**config.mk**
```make
export PLATFORM = sky130hd
export DESIGN_NAME = moon_path_ctrl
export DESIGN_NICKNAME = d
export VERILOG_FILES = /design/src/rtl/moon_path_ctrl.sv
export SDC_FILE = /design/constraint.sdc
export NUM_CORES = 1
export LEC_CHECK = 0
export CELL_PAD_IN_SITES_DETAIL_PLACEMENT = 1
export CELL_PAD_IN_SITES_GLOBAL_PLACEMENT = 1
export CORE_MARGIN = 2
export CORE_UTILIZATION = 30
export CTS_BUF_LIST = sky130_fd_sc_hd__clkbuf_8
export CTS_CLUSTER_DIAMETER = 120
export DETAILED_ROUTE_END_ITERATION = 16
export MAX_ROUTING_LAYER = met4
export PLACE_DENSITY = 0.58
export SLEW_MARGIN = 20
export SYNTH_ARGS = -nofsm -noshare
export SYNTH_HDL_FRONTEND = slang
export SYNTH_SLANG_ARGS = --single-unit
```
**constraint.sdc**
```tcl
create_clock -name clk -period 2.6 [get_ports clk]
set_input_delay 0.26 -clock clk [delete_from_list [all_inputs] [get_ports clk]]
set_output_delay 0.26 -clock clk [all_outputs]
set_load 0.01 [all_outputs]
```
**src/rtl/moon_path_ctrl.sv**
```systemverilog
// moon_path_ctrl
//   Steps the moon centre along a rise / cross / set / hidden night-sky path,
//   advancing once per video frame. The frame tick is taken from the vertical
//   counter on line V_TICK_LINE, which lies in vertical blanking, so the
//   coordinates never change while a frame is being drawn.
//
// Ports
//   clk         pixel clock
//   rst         asynchronous, active-high reset
//   vcount      raster line counter (signed 11 bit)
//   enable      1 = advance the path on frame ticks, 0 = freeze
//   moonX       moon centre x (signed 12 bit, registered)
//   moonY       moon centre y (signed 12 bit, registered)
//   night       1 while the moon is in RISE, CROSS or SET
//   cycle_done  one-clk pulse when the HIDDEN phase completes
//
// Optional feature
//   MOON_PATH_FRAME_DIV_EN: when defined, only every FRAME_DIV-th enabled
//   frame tick advances the path (the path runs FRAME_DIV times slower).
module moon_path_ctrl #(
  parameter int X_START     = -40,
  parameter int Y_HORIZON   = 480,
  parameter int Y_TOP       = 60,
  parameter int Y_HIDDEN    = 600,
  parameter int X_STEP      = 1,
  parameter int Y_STEP      = 2,
  parameter int X_SET_BEGIN = 470,
  parameter int HIDE_FRAMES = 60,
  parameter int V_TICK_LINE = 481
`ifdef MOON_PATH_FRAME_DIV_EN
  ,
  parameter int FRAME_DIV   = 4
`endif
) (
  input  logic               clk,
  input  logic               rst,
  input  logic signed [10:0] vcount,
  input  logic               enable,
  output logic signed [11:0] moonX,
  output logic signed [11:0] moonY,
  output logic               night,
  output logic               cycle_done
);

  // All path arithmetic is done at 13 bits so sums near the 12-bit
  // extremes cannot wrap before being compared.
  localparam logic signed [12:0] X_START_W   = 13'(X_START);
  localparam logic signed [12:0] Y_HORIZON_W = 13'(Y_HORIZON);
  localparam logic signed [12:0] Y_TOP_W     = 13'(Y_TOP);
  localparam logic signed [12:0] Y_HIDDEN_W  = 13'(Y_HIDDEN);
  localparam logic signed [12:0] X_STEP_W    = 13'(X_STEP);
  localparam logic signed [12:0] Y_STEP_W    = 13'(Y_STEP);
  localparam logic signed [12:0] X_SET_W     = 13'(X_SET_BEGIN);
  localparam logic signed [10:0] V_TICK      = 11'(V_TICK_LINE);

  localparam int HIDE_W = (HIDE_FRAMES > 1) ? $clog2(HIDE_FRAMES) : 1;
  localparam logic [HIDE_W-1:0] HIDE_LAST = HIDE_W'(HIDE_FRAMES - 1);

  typedef enum logic [2:0] {
    IDLE   = 3'd0,
    RISE   = 3'd1,
    CROSS  = 3'd2,
    SET    = 3'd3,
    HIDDEN = 3'd4
  } state_t;

  state_t              state;
  state_t              state_next;
  logic signed [10:0]  vcount_d;
  logic [HIDE_W-1:0]   hide_cnt;
  logic [HIDE_W-1:0]   hide_next;
  logic signed [11:0]  x_next;
  logic signed [11:0]  y_next;
  logic                night_next;
  logic                done_next;
  logic                tick;
  logic                step;

  logic signed [12:0]  x_ext;
  logic signed [12:0]  y_ext;
  logic signed [12:0]  x_inc;
  logic signed [12:0]  y_dec;
  logic signed [12:0]  y_inc;

  // Rising edge of "vcount is on the tick line": a counter that stalls on
  // the line yields a single tick only.
  assign tick = (vcount == V_TICK) && (vcount_d != V_TICK);

`ifdef MOON_PATH_FRAME_DIV_EN
  localparam int DIV_W = (FRAME_DIV > 1) ? $clog2(FRAME_DIV) : 1;
  localparam logic [DIV_W-1:0] DIV_LAST = DIV_W'(FRAME_DIV - 1);

  logic [DIV_W-1:0] div_cnt;

  // Counts only enabled raw ticks, so the divider freezes with the path.
  always_ff @(posedge clk or posedge rst) begin
    if (rst) begin
      div_cnt <= '0;
    end else if (tick && enable) begin
      div_cnt <= (div_cnt == DIV_LAST) ? '0 : DIV_W'(div_cnt + 1'b1);
    end
  end

  assign step = tick && enable && (div_cnt == DIV_LAST);
`else
  assign step = tick && enable;
`endif

  assign x_ext = {moonX[11], moonX};
  assign y_ext = {moonY[11], moonY};
  assign x_inc = x_ext + X_STEP_W;
  assign y_dec = y_ext - Y_STEP_W;
  assign y_inc = y_ext + Y_STEP_W;

  always_ff @(posedge clk or posedge rst) begin
    if (rst) begin
      state      <= IDLE;
      moonX      <= X_START_W[11:0];
      moonY      <= Y_HIDDEN_W[11:0];
      night      <= 1'b0;
      cycle_done <= 1'b0;
      hide_cnt   <= '0;
      vcount_d   <= '0;
    end else begin
      state      <= state_next;
      moonX      <= x_next;
      moonY      <= y_next;
      night      <= night_next;
      cycle_done <= done_next;
      hide_cnt   <= hide_next;
      vcount_d   <= vcount;
    end
  end

  always_comb begin
    state_next = state;
    x_next     = moonX;
    y_next     = moonY;
    hide_next  = hide_cnt;
    done_next  = 1'b0;

    if (step) begin
      unique case (state)
        IDLE: begin
          x_next     = X_START_W[11:0];
          y_next     = Y_HORIZON_W[11:0];
          state_next = RISE;
        end
        RISE: begin
          x_next = x_inc[11:0];
          // Clamp exactly onto the cruising height instead of overshooting.
          if (y_dec <= Y_TOP_W) begin
            y_next     = Y_TOP_W[11:0];
            state_next = CROSS;
          end else begin
            y_next = y_dec[11:0];
          end
        end
        CROSS: begin
          x_next = x_inc[11:0];
          if (x_inc >= X_SET_W) begin
            state_next = SET;
          end
        end
        SET: begin
          x_next = x_inc[11:0];
          // Reaching the horizon parks the moon below the screen.
          if (y_inc >= Y_HORIZON_W) begin
            y_next     = Y_HIDDEN_W[11:0];
            hide_next  = '0;
            state_next = HIDDEN;
          end else begin
            y_next = y_inc[11:0];
          end
        end
        HIDDEN: begin
          if (hide_cnt == HIDE_LAST) begin
            x_next     = X_START_W[11:0];
            y_next     = Y_HORIZON_W[11:0];
            hide_next  = '0;
            done_next  = 1'b1;
            state_next = RISE;
          end else begin
            hide_next = HIDE_W'(hide_cnt + 1'b1);
          end
        end
        default: begin
          state_next = IDLE;
        end
      endcase
    end

    night_next = (state_next == RISE) || (state_next == CROSS) ||
                 (state_next == SET);
  end

endmodule

```
==> impl_results.md <==
* Fillers at 1,168
* Ports at 40
* Biggest area consumer among synthesized cells: dfrtp_1
* Ys Warns at 0
* Final Slew Violations at 0
* Num rows at 36
* Final nets at 424
* Top post-synthesis cells by count: nand2_1 (40), dfrtp_1 (33), nor2_1 (28), o21ai_0 (26), a21oi_1 (23)
* Final Hold Viols at 0
* Largest net degree at the start of global routing at 24
* Drt initial violations at 115
* Most common cell in the synthesized netlist: nand2_1
* LEAKAGE at 1.46 nW
* Seq/Total Area, Yosys at 38.6%
* Number of synthesized flops with an enable pin at 0
* Die height at 103 um
* Maxcap violations at 0
* WP data arrival at 2670 ps
* Initial core utilization at 30.5%
* H-Tree Level Count at 2
* Final period util at 95.7%
* Peak supply drop at 0.236 mV
* Worst Setup End Kind: flip-flop
* Worst setup margin at 112 ps
* Total grt overflow at 0
* Post-route minimum period at 2490 ps
* Gate Count Post-Synth at 352
* Relative slew slack at 58.3%
* Vias in the first global route at 2,857
* DRC Markers at 0
* Worst Path Required at 2780 ps
* Clock slew at reported path FFs at 110 ps
* Clock tree buffer depth at 2
* Worst min path class: input pin to async pin
* Initial antenna violation count at 0
* CTS root buf: clkbuf_8
* Final antenna diode count at 0
* Mapped cell area at 2960 um^2
* Area contributors post-synth: dfrtp_1 (28%), dfstp_2 (11%), nand2_1 (5.1%)
* Synth top area share at 27.9%
* Placer Congestion at 0.842
* Ys flop type: dfrtp_1
* Die area at 10,700 um^2
* Via/cell ratio at 5.40
* Final ANT Viol Nets at 0
* Max Clock Skew at 12.3 ps
* # setup viols final at 0
* Core Area at 9680 um^2
* Yosys reg bits at 45
* Final wirelength at 9220 um
* Via count at 2,910
* Die Width at 103 um
* RSZ-0062 raised after global routing: false
* First-pass GRT wire length at 14,900 um
* CTS Sinks at 45
* Clk_lat worst skew at 310 ps
* CTS tree: yes
* IO Port Bufs at 38
* Max FO, Critical Path at 5
* Worst slew pin tran at 623 ps
* TritonCTS buffer count at 5
* Asr flop ratio synth at 100%
* Share of cells above drive strength 1 at 17.5%
* Setup TNS at 0 ps
* Syn Area/Cell at 8.40 um^2
* Pwr dens at 335 nW/um^2
* Status: complete, no violations
* Critical path class: flip-flop to flip-flop
* DR pass1 iterations at 4
* Syn_nets at 371
* Distinct cell type count after synthesis at 66
* Highest Clock Rate at 0.402 GHz
* DP Worst Slack at 28.1 ps
* Core Util, Final at 39.2%
* Nature of the critical path startpoint: flip-flop
* HPWL Detailed at 6780 um
* Drt wl/cell at 17.1 um
* Area Growth Syn to Fin at 28.4%
* GRT Util Overall at 18.4%
==> cells in the final DEF (no fill, tap or decap), types with 3 or more instances in the layout <==
cell and count:
inv_1 13, a211oi_1 3, nor2_1 28, nand2b_1 4, nor4bb_1 4, buf_4 26
nor2b_1 4, clkbuf_8 5, ha_1 4, nand4_1 7, a31oi_1 9, or3_1 3
o21a_1 3, o21ai_0 25, a21oi_1 23, o22ai_1 5, and3_1 9, and4_1 3
mux2i_1 3, nor3_1 15, dfrtp_1 33, nor4b_1 3, nand3_1 19, a22o_1 3
clkdlybuf4s50_1 38, dfstp_2 12, xor2_1 3, nand2_1 40
==> what timing repair did <==
| action | in CTS | in global routing |
|---|---|---|
| gates cloned | 0 | 1 |
| gates resized for setup | 0 | 11 |
| pin swaps | 0 | 5 |
| setup endpoints to repair | 2 | 7 |
| hold buffers | 0 | 0 |
| buffers inserted | 1 | 0 |
==> registers in the layout, indices dropped and copies added (netlist names) <==
register    cells
state           3
vcount_d       11
cycle_done      1
moonY          11
hide_cnt        6
moonX          12
night           1
==> worst max-delay path, cell delays in order (launching register included) <==
cell	delay (ps)
dfrtp_1	440
inv_1	110
ha_4	210
or4b_2	610
a21oi_1	150
a311o_2	220
o21a_4	180
nor3_1	60
a211oi_2	250
a31oi_1	110
==> final timing paths <==
kind / to / slack (ps) / startpoint / cells past startpoint
hold reg to reg: hide_cnt[0]$_DFFE_PP0P_ / 520 / hide_cnt[0]$_DFFE_PP0P_ / 1
hold / removal: vcount_d[3]$_DFF_PP0_ / 300 / rst / 2
setup reg to reg: night$_DFF_PP0_ / 110 / moonY[2]$_DFFE_PP0P_ / 9
setup / recovery: night$_DFF_PP0_ / 110 / moonY[2]$_DFFE_PP0P_ / 9
min in group clk: vcount_d[6]$_DFF_PP0_ / 410 / vcount[6] / 1
max in group asynchronous: moonX[10]$_DFFE_PP1P_ / 1660 / rst / 3
==> layout make-up <==
| type | instances | area (um^2) | share of cell area (%) |
|---|---|---|---|
| multi-input combinational | 273 | 1740 | 45.8 |
| tap | 133 | 166 | 4.39 |
| sequential | 45 | 1140 | 30.1 |
| timing repair buffer | 65 | 596 | 15.7 |
| clock inverter | 3 | 26.3 | 0.693 |
| inverter | 15 | 56.3 | 1.48 |
| clock buffer | 5 | 68.8 | 1.81 |
==> routing by layer <==
layer  global-route usage (%)  vias to the layer above  wire length [um]
met5                        -                        -                 0
met4                     3.14                        0                74
met3                     2.55                        4               218
met2                     28.3                       27              4250
met1                     26.3                     1469              4680
li1                         -                     1410                 -
==> metrics by stage <==
step | std cells | total power [mW] | hold slack, ps | instance area (um^2)
6_report | 539 | 1.27 | 295 | 3790
5_1_grt | 539 | 1.34 | 322 | 3790
4_1_cts | 538 | 1.31 | 304 | 3720
3_5_place_dp | 529 | 0.807 | 504 | 3610
3_3_place_gp | 529 | 0.806 | 503 | 3610
2_1_floorplan | 352 | 0.765 | 291 | 2960
==> report_power, final <==
part | total, mW | switching [mW] | internal [mW]
clock | 0.479 | 0.282 | 0.197
sequential | 0.721 | 0.00810 | 0.713
combinational | 0.0718 | 0.0363 | 0.0355
total | 1.27 | 0.326 | 0.946
==> cells by family after synthesis <==
logic type | share of synthesized area [%]
AND/OR/NAND/NOR | 27.9
AO/OA/AOI/OAI | 23.6
flip-flops | 38.6
buffers and inverters | 5.12
adder cells (fa/ha/maj) | 2.12
XOR/XNOR | 1.19
multiplexers | 1.40
other | 0.127
(Power assumes the default switching activity.)
